==> src/rtl/rev32_share_ctrl.sv <==
// Two-requester front end for a shared 16-bit bit-reverser.
// Each accepted 32-bit operand is reversed in two half-word passes and returned on a valid/ready response.
module rev32_share_ctrl #(
  parameter bit RR_INIT = 1'b0
) (
  input  logic        i_clk,
  input  logic        i_rst_n,
  input  logic        i_req0_valid,
  output logic        o_req0_ready,
  input  logic [31:0] i_req0_data,
  input  logic        i_req1_valid,
  output logic        o_req1_ready,
  input  logic [31:0] i_req1_data,
  output logic [15:0] o_rev_in,
  input  logic [15:0] i_rev_out,
  output logic        o_rsp_valid,
  input  logic        i_rsp_ready,
  output logic [31:0] o_rsp_data,
  output logic        o_rsp_id,
  output logic        o_busy
);

  typedef enum logic [1:0] {
    S_IDLE = 2'd0,
    S_LO   = 2'd1,
    S_HI   = 2'd2,
    S_RESP = 2'd3
  } state_t;

  state_t      r_state;
  state_t      w_state_next;
  logic [31:0] r_op;
  logic        r_id;
  logic        r_prio;
  logic [15:0] r_res_hi;
  logic [31:0] r_rsp_data;
  logic        r_rsp_valid;
  logic        w_grant0;
  logic        w_grant1;
  logic        w_accept;

  // The priority pointer only breaks ties; a lone requester always wins.
  always_comb begin
    w_grant0 = i_req0_valid & (~i_req1_valid | ~r_prio);
    w_grant1 = i_req1_valid & (~i_req0_valid |  r_prio);
  end

  assign w_accept = (r_state == S_IDLE) & (w_grant0 | w_grant1);

  always_ff @(posedge i_clk or negedge i_rst_n) begin
    if (!i_rst_n) begin
      r_state <= S_IDLE;
    end else begin
      r_state <= w_state_next;
    end
  end

  always_comb begin
    w_state_next = r_state;
    case (r_state)
      S_IDLE: if (w_accept) w_state_next = S_LO;
      S_LO:   w_state_next = S_HI;
      S_HI:   w_state_next = S_RESP;
      S_RESP: if (i_rsp_ready) w_state_next = S_IDLE;
      default: w_state_next = S_IDLE;
    endcase
  end

  always_comb begin
    o_req0_ready = 1'b0;
    o_req1_ready = 1'b0;
    o_rev_in     = 16'h0000;
    case (r_state)
      S_IDLE: begin
        o_req0_ready = w_grant0;
        o_req1_ready = w_grant1;
      end
      S_LO:    o_rev_in = r_op[15:0];
      S_HI:    o_rev_in = r_op[31:16];
      default: o_rev_in = 16'h0000;
    endcase
  end

  assign o_busy = (r_state != S_IDLE);

  // The low-half result is staged so the visible response only changes when HI completes.
  always_ff @(posedge i_clk or negedge i_rst_n) begin
    if (!i_rst_n) begin
      r_op        <= 32'h0000_0000;
      r_id        <= 1'b0;
      r_prio      <= RR_INIT;
      r_res_hi    <= 16'h0000;
      r_rsp_data  <= 32'h0000_0000;
      r_rsp_valid <= 1'b0;
    end else begin
      if (w_accept) begin
        r_op <= w_grant0 ? i_req0_data : i_req1_data;
        r_id <= w_grant1;
      end
      if (r_state == S_LO) r_res_hi <= i_rev_out;
      if (r_state == S_HI) r_rsp_data <= {r_res_hi, i_rev_out};
      r_rsp_valid <= (w_state_next == S_RESP);
      if ((r_state == S_RESP) && i_rsp_ready) r_prio <= ~r_id;
    end
  end

  assign o_rsp_valid = r_rsp_valid;
  assign o_rsp_data  = r_rsp_data;
  assign o_rsp_id    = r_id;

endmodule
==> config.mk <==
export PLATFORM = sky130hd
export DESIGN_NAME = rev32_share_ctrl
export DESIGN_NICKNAME = d
export VERILOG_FILES = /design/src/rtl/rev32_share_ctrl.sv
export SDC_FILE = /design/constraint.sdc
export NUM_CORES = 1
export LEC_CHECK = 0
export CAP_MARGIN = 40
export CORE_MARGIN = 2
export CORE_UTILIZATION = 45
export CTS_BUF_LIST = sky130_fd_sc_hd__clkbuf_2
export DETAILED_ROUTE_END_ITERATION = 6
export HOLD_SLACK_MARGIN = 0.15
export PLACE_DENSITY = 0.81
export SYNTH_ARGS = -nofsm -noshare
export SYNTH_HDL_FRONTEND = slang
export SYNTH_SLANG_ARGS = --single-unit
==> constraint.sdc <==
create_clock -name i_clk -period 3.5 [get_ports i_clk]
set_clock_uncertainty 0.05 [all_clocks]
set_input_delay 0.7 -clock i_clk [delete_from_list [all_inputs] [get_ports i_clk]]
set_output_delay 0.7 -clock i_clk [all_outputs]
set_load 0.1 [all_outputs]
# Word-level counts from Yosys, hierarchy flattened
# Index checks and enable logic that the tools add are counted.
word_totals:
  register_bits: 85
  input_bits: 85
  word_cells: 31
classes:
  eq_ne: 4
  n_mux: 7
  bitwise: 10
  n_reduce_logical: 3
ops:
  columns: ["op", "n"]
  rows:
  - ["$mux W32", 1]
  - ["$pmux W16 S2", 1]
  - ["$pmux W2 S4", 1]
  - ["$eq A2 B2 Y1 const B", 3]
  - ["$mux W2", 2]
  - ["$not A1 Y1", 4]
  - ["$and A1 B1 Y1", 3]
  - ["$or A1 B1 Y1", 3]
  - ["$eq A2 B1 Y1 const B", 1]
  - ["$logic_not A2 Y1", 1]
  - ["$mux W1", 2]
  - ["$reduce_bool A2 Y1", 1]
  - ["$logic_and A1 B1 Y1", 1]

# Logic depth before layout (Yosys ltp)
# Gate-level depths: netlist (run 1).
logic_depth:
  ltp_word: 8
  mapped_depth: 7
  mapped_depth_nobuf: 5

# Worst setup path before layout (run 1)
# No wires, ideal clock.
synth_timing:
  kind: "reg-to-output"
  start: "reg r_state[1]"
  end: "out o_rev_in[1]"
  t_arrival_ps: 2428
  required_ps: 2750
  slack_ps: 322
  stages_incl_launch_ff: 7
  path_buffers: 2
  cell_sequence: "dfrtp_1 > inv_1 > ha_1 > clkbuf_1 > buf_2 > a22oi_1 > nor2b_1"
synth_via:
  elab_chain_cells: 2
  elab_cells_between_ends: 3
  cone_classes: "eq/ne (2); mux (1)"
synth_rtl:
  columns: ["item", "line", "rtl"]
  rows:
  - ["start, declared", "30", "state_t r_state;"]
  - ["start signal, assigned", "54", "r_state <= w_state_next;"]
  - ["$eq A2 B2 Y1 or $eq A2 B1 Y1 (tied branches)", "73", "case (r_state)"]
  - ["$pmux W16 S2 (*)", "73", null]
  - ["end, declared", "14", "output logic [15:0] o_rev_in,"]
# Every way passes the cells marked *; elsewhere a longest branch is shown, timed or not.

# Worst setup path in the final report (run 1)
layout_timing:
  start: "reg r_state[1]"
  end: "out o_rev_in[11]"
# Same word-level chain as after synthesis.

==> reports/metrics.csv, run 1 <==
stage,metric,value,unit
status,status,"finished, final reports clean",
yosys,synth_edf_count,0,
placement,gp_congestion,0.772,
grt,grt_pass1_wl,15.5,mm
cts,ctsHtreeMaxLevel,3,
detailed_routing,routed_via_density,5.12,
worst_setup_path,start_kind,register,
cts,clockRootBuffer,clkbuf_2,
die,core-area,8130,um2
timing,fmax,0.317,GHz
yosys,synth.distinct_cells,22,
timing,relSlewSlack,52.5,%
die,io_pins,138,
timing,tightest_slew,0.713,ns
layout,drive_gt1_share,25.0,%
yosys,syn_avg_cell_area,10.9,um2
placement,dpl.hpwl,7.40,mm
detailed_routing,drtAntennaViolNets,0,
cts,clockBufferDepth,2,
grt,antenna_found_initial,0,
worst_setup_path,worstSetupEndpointType,output port,
layout,finalNonFillerCells,617,
timing,setup_ws,0.343,ns
detailed_routing,drc_errors,0,
yosys,synthCells,344,
detailed_routing,routed-via-count,3156,
yosys,synthArstFlopShare,100,%
cts,cts_buffers,9,
timing,setup_violations,0,
layout,nFillCells,538,
cts,cts_tree,yes,
timing,hold_viol,0,
timing,drv_slew,0,
timing,fin_crit_sh,90.2,%
placement,postPlaceCellArea,5860,um2
timing,min_period,3.16,ns
timing,rsz0062_at_grt,false,
yosys,synth_flop_cell,dfrtp_1,
yosys,synth-seq-cells,85,
cts,clock_sinks,85,
cts,cts_resized,0,
grt,grt_max_degree,65,
layout,final_common_cell,clkdlybuf4s50_1,
die,start_util,46.2,%
grt,grt_pass1_vias,3242,
detailed_routing,wl_per_cell,15.9,um
cts,clock_latency,0.52,ns
detailed_routing,totalWireLength,9.78,mm
grt,gr-usage-all-layers,22.3,%
worst_hold_path,hold_path_class,register to register,
placement,place_ws,0.922,ns
layout,synthToLayoutAreaGrowth,59.0,%
yosys,ys_seq_area_share,56.6,%
timing,setup_tns,0,ns
worst_setup_path,critPathKind,register to output port,
die,die-area,9100,um2
yosys,ys_warn_count,0,
yosys,synthesis.area,3760,um2
worst_setup_path,cp.required,2.75,ns
grt,gr-total-overflow,0,
placement,portBuffers,137,
cts,clk_pin_slew_worst_paths,0.24,ns
placement,dp_cells,600,
yosys,syn_nets,433,
worst_setup_path,cp_data_arrival_time,2.41,ns
layout,final_net_count,596,
detailed_routing,drt_iter0_drc,90,
worst_setup_path,cp_max_fo,18,
die,die-width,95.4,um
layout,diodes,0,
die,rows,33,
die,die_y,95.4,um
job,cap_viol_max_count,0,
layout,final_area,5980,um2
detailed_routing,drt_pass1_iterations,4,
layout,final_cell_mix,"116 x clkdlybuf4s50_1, 85 x dfrtp_1, 66 x nand2_1",
==> Yosys cell counts, drive strengths merged, types with 2 or more instances <==
| cell | number | area, um2 |
|---|---|---|
| dfrtp | 85 | 2130 |
| nand2 | 66 | 248 |
| mux2 | 48 | 541 |
| nor2 | 34 | 128 |
| a31oi | 33 | 206 |
| buf | 21 | 108 |
| a22oi | 16 | 120 |
| nor2b | 16 | 100 |
| inv | 5 | 18.8 |
| ha | 4 | 50.1 |
| a21oi | 3 | 15.0 |
| clkbuf | 3 | 11.3 |
| o21a | 2 | 15.0 |
==> sequential cells by signal, summed over array words and instances (netlist names) <==
register	flops
o_rsp_data	32
r_op	32
r_res_hi	16
r_state	2
o_rsp_id	1
o_rsp_valid	1
r_prio	1
==> worst max-delay path, stage by stage, from the launching register on <==
cell and delay, ns:
dfrtp_1 0.48, inv_1 0.13, ha_1 0.63, a22oi_1 0.16, nor2b_1 0.29, buf_12 0.22
==> timing repair <==
action                                 CTS  global route
endpoints found under the hold margin   38             0
buffers inserted                         0             0
hold buffers                             1             0
==> final cells by class <==
cell class | instances | area (um2) | share of cell area, %
multi-input combinational | 230 | 1500 | 25.0
tap | 105 | 131 | 2.20
inverter | 5 | 18.8 | 0.314
clock buffer | 10 | 50.0 | 0.838
timing repair buffer | 176 | 2100 | 35.1
clock inverter | 6 | 52.6 | 0.879
sequential | 85 | 2130 | 35.6
==> routing by layer <==
metal  vias up  GRT usage [%]  share of wire, %
li1       1514              -                 -
met5         -              0                 0
met4         0           7.50               1.3
met3        12           5.38               7.2
met2       129           39.1                50
met1      1501           27.0                42
==> cells by family (layout without fill, tap and decap cells) <==
logic type | count (synthesis) | after routing | synth area share [%]
mux | 48 | 48 | 14.4
compound gates | 58 | 58 | 10.5
flops | 85 | 85 | 56.6
simple gates | 120 | 120 | 13.5
fa+ha+maj | 4 | 4 | 1.33
buf+inv | 29 | 197 | 3.66
==> stage by stage <==
stage                     hold WS [ns]  util (%)
after global placement           0.430      65.6
after floorplan                  0.354         -
after CTS                        0.478      73.5
after global routing             0.505      73.5
final                            0.474      73.5
after detailed placement         0.441      72.1
==> path summary, 6_finish.rpt <==
kind	cells after the start	slack [ns]	endpoint	from
worst max-delay path	5	0.34	o_rev_in[11]	r_state[1]$_DFF_PN0_
worst min-delay path	1	0.47	r_prio$_DFFE_PN0P_	o_rsp_id$_DFFE_PN0P_
worst max register to register	4	1.38	r_res_hi[14]$_DFFE_PN0N_	r_state[1]$_DFF_PN0_
worst min register to register	1	0.47	r_prio$_DFFE_PN0P_	o_rsp_id$_DFFE_PN0P_
max in group asynchronous	3	2.14	r_state[1]$_DFF_PN0_	i_rst_n
min in group asynchronous	2	0.62	o_rsp_data[18]$_DFFE_PN0P_	i_rst_n
Power of run 1 is left out: the tool's default activity adds up to more than one toggle a clock period on the data nets, which glitch-free logic cannot reach.
==> run 2, diff against run 1 <==
--- a/config.mk
+++ b/config.mk
@@ -11,7 +11,7 @@
 export CTS_BUF_LIST = sky130_fd_sc_hd__clkbuf_2
 export DETAILED_ROUTE_END_ITERATION = 6
 export HOLD_SLACK_MARGIN = 0.15
-export PLACE_DENSITY = 0.81
+export PLACE_DENSITY_LB_ADDON = 0.3
 export SYNTH_ARGS = -nofsm -noshare
 export SYNTH_HDL_FRONTEND = slang
 export SYNTH_SLANG_ARGS = --single-unit
==> run 2 against run 1 <==
Against the previous run:
- via count shrank 1.0%
- die area unchanged
- first-iteration DRC count is 21% higher
- non-clock buffer count grew 2
- highest routed layer unchanged
==> reports/metrics.csv, run 2 (synthesis gave the netlist of run 1 again) <==
stage,metric,value,unit,change
timing,hold_viol,0,,unchanged
timing,min_period,3.13,ns,-0.0316 ns
worst_setup_path,cp_data_arrival_time,2.38,ns,-0.03 ns
worst_setup_path,cp.depth,6,,+1
layout,drive_gt1_share,25.1,%,+0.097 points
worst_setup_path,worstSetupEndpointType,output port,,
timing,fin_crit_sh,89.3,%,-0.90 points
grt,grt_pass1_vias,3064,,-5.5%
layout,synthToLayoutAreaGrowth,59.6,%,
worst_setup_path,r2r_end,o_rsp_data[10]$_DFFE_PN0P_,,
worst_setup_path,cp.required,2.75,ns,about the same
timing,fmax,0.320,GHz,+1.0%
worst_setup_path,slowest_stage,dfrtp_1,,
cts,clockBufferDepth,2,,unchanged
worst_setup_path,critical-path-max-stage-delay,0.47,ns,-0.16 ns
detailed_routing,wl_per_cell,15.4,um,-2.7%
die,die-width,95.4,um,unchanged
timing,setup_violations,0,,unchanged
worst_setup_path,start_kind,register,,
cts,clock_sinks,85,,unchanged
layout,final_net_count,598,,+0.34%
worst_setup_path,rr_worst_depth,4,,unchanged
grt,gr-total-overflow,0,,unchanged
cts,clockRootBuffer,clkbuf_2,,
timing,relSlewSlack,58.1,%,+5.6 points
detailed_routing,routed-via-count,3123,,-1.0%
timing,setup_tns,0,ns,unchanged
cts,ctsHtreeMaxLevel,3,,unchanged
cts,cts_buffers,9,,unchanged
timing,rsz0062_at_grt,false,,
grt,antenna_found_initial,0,,unchanged
placement,postPlaceCellArea,5890,um2,+0.38%
grt,grt_max_degree,60,,-7.7%
detailed_routing,totalWireLength,9.55,mm,-2.4%
timing,tightest_slew,0.629,ns,-0.0843 ns
timing,setup_ws,0.375,ns,+0.0316 ns
cts,clock_latency,0.52,ns,about the same
worst_hold_path,hold_path_class,register to register,,
worst_setup_path,crit_end,o_rev_in[3],,
cts,cts_tree,yes,,
die,start_util,46.2,%,unchanged
die,die_y,95.4,um,unchanged
grt,gr-usage-all-layers,21.8,%,-0.54 points
detailed_routing,drt_iter0_drc,109,,+21%
layout,final_cell_mix,"116 x clkdlybuf4s50_1, 85 x dfrtp_1, 66 x nand2_1",,
worst_setup_path,path_delay_family,buffers and inverters,,
detailed_routing,routed_via_density,5.05,,-1.4%
layout,final_area,6000,um2,+0.38%
worst_setup_path,r2r-start,r_state[0]$_DFF_PN0_,,
worst_setup_path,worst-path-buf-inv,3,,+1
layout,diodes,0,,unchanged
job,cap_viol_max_count,0,,unchanged
worst_setup_path,r2r_setup_slack,1.39,ns,about the same
die,rows,33,,unchanged
die,core-area,8130,um2,unchanged
detailed_routing,drc_errors,0,,unchanged
worst_setup_path,crit_start,r_state[1]$_DFF_PN0_,,
worst_setup_path,path_cells,inv_1 -> ha_1 -> buf_4 -> a22oi_1 -> nor2b_1 -> buf_12,,
worst_setup_path,critPathKind,register to output port,,
worst_setup_path,cp_max_fo,11,,-7
layout,final_util,73.7,%,+0.28 points
worst_hold_path,hold_depth,1,,unchanged
placement,dpl.hpwl,7.19,mm,-2.9%
detailed_routing,drt_pass1_iterations,4,,unchanged
placement,portBuffers,137,,unchanged
timing,drv_slew,0,,unchanged
status,status,"finished, final reports clean",,
cts,cts_resized,0,,unchanged
layout,final_common_cell,clkdlybuf4s50_1,,
die,io_pins,138,,unchanged
placement,gp_congestion,0.779,,+0.91%
placement,place_ws,0.928,ns,+0.00595 ns
detailed_routing,drtAntennaViolNets,0,,unchanged
die,die-area,9100,um2,unchanged
cts,clk_pin_slew_worst_paths,0.26,ns,+0.02 ns
grt,grt_pass1_wl,15.0,mm,-2.9%
layout,nFillCells,546,,+1.5%
==> run 2: repair_timing <==
item / 4_1_cts / 5_1_grt
hold endpoints to repair: 26 / 0
hold buffers: 1 / 0
setup buffers: 0 / 0
==> run 2: how the worst min path moves through the flow <==
stage               slack [ns]                         end                     start
global route              0.49  o_rsp_data[26]$_DFFE_PN0P_  r_res_hi[10]$_DFFE_PN0N_
detailed placement        0.44    r_res_hi[14]$_DFFE_PN0N_  r_res_hi[14]$_DFFE_PN0N_
CTS                       0.47          r_prio$_DFFE_PN0P_      o_rsp_id$_DFFE_PN0P_
global placement          0.43  o_rsp_data[22]$_DFFE_PN0P_   r_res_hi[6]$_DFFE_PN0N_
floorplan                 0.35   o_rsp_data[0]$_DFFE_PN0P_                   i_rst_n
finish                    0.47          r_prio$_DFFE_PN0P_      o_rsp_id$_DFFE_PN0P_
==> run 2: through the flow <==
stage	hold WS [ns]	cells
floorplan	0.354	344
global placement	0.431	568
detailed placement	0.443	602
CTS	0.467	619
global route	0.491	619
finish	0.468	619
==> run 2: area by class of cell <==
type / instances / area (um2) / area share [%]
inverter: 5 / 18.8 / 0.313
tap: 105 / 131 / 2.19
timing repair buffer: 178 / 2120 / 35.4
multi-input combinational: 230 / 1500 / 24.9
sequential: 85 / 2130 / 35.5
clock inverter: 7 / 57.6 / 0.960
clock buffer: 9 / 45.0 / 0.751
==> run 2: metal layers <==
| metal | global-route usage (%) | vias to the layer above | share of wire (%) |
|---|---|---|---|
| met2 | 37.3 | 109 | 50 |
| met5 | 0 | - | 0 |
| li1 | - | 1511 | - |
| met3 | 6.96 | 7 | 7.8 |
| met1 | 27.2 | 1496 | 42 |
| met4 | 4.29 | 0 | 0.73 |
Power of run 2 is left out for the same reason.
==> run 3, diff against run 2 <==
--- a/config.mk
+++ b/config.mk
@@ -11,7 +11,7 @@
 export CTS_BUF_LIST = sky130_fd_sc_hd__clkbuf_2
 export DETAILED_ROUTE_END_ITERATION = 6
 export HOLD_SLACK_MARGIN = 0.15
-export PLACE_DENSITY_LB_ADDON = 0.3
+export PLACE_DENSITY = 0.81
 export SYNTH_ARGS = -nofsm -noshare
 export SYNTH_HDL_FRONTEND = slang
 export SYNTH_SLANG_ARGS = --single-unit
==> results of run 3 <==
No change in the layout: final DEF, timing and power equal those of run 1.
Power of run 3 is left out for the same reason.
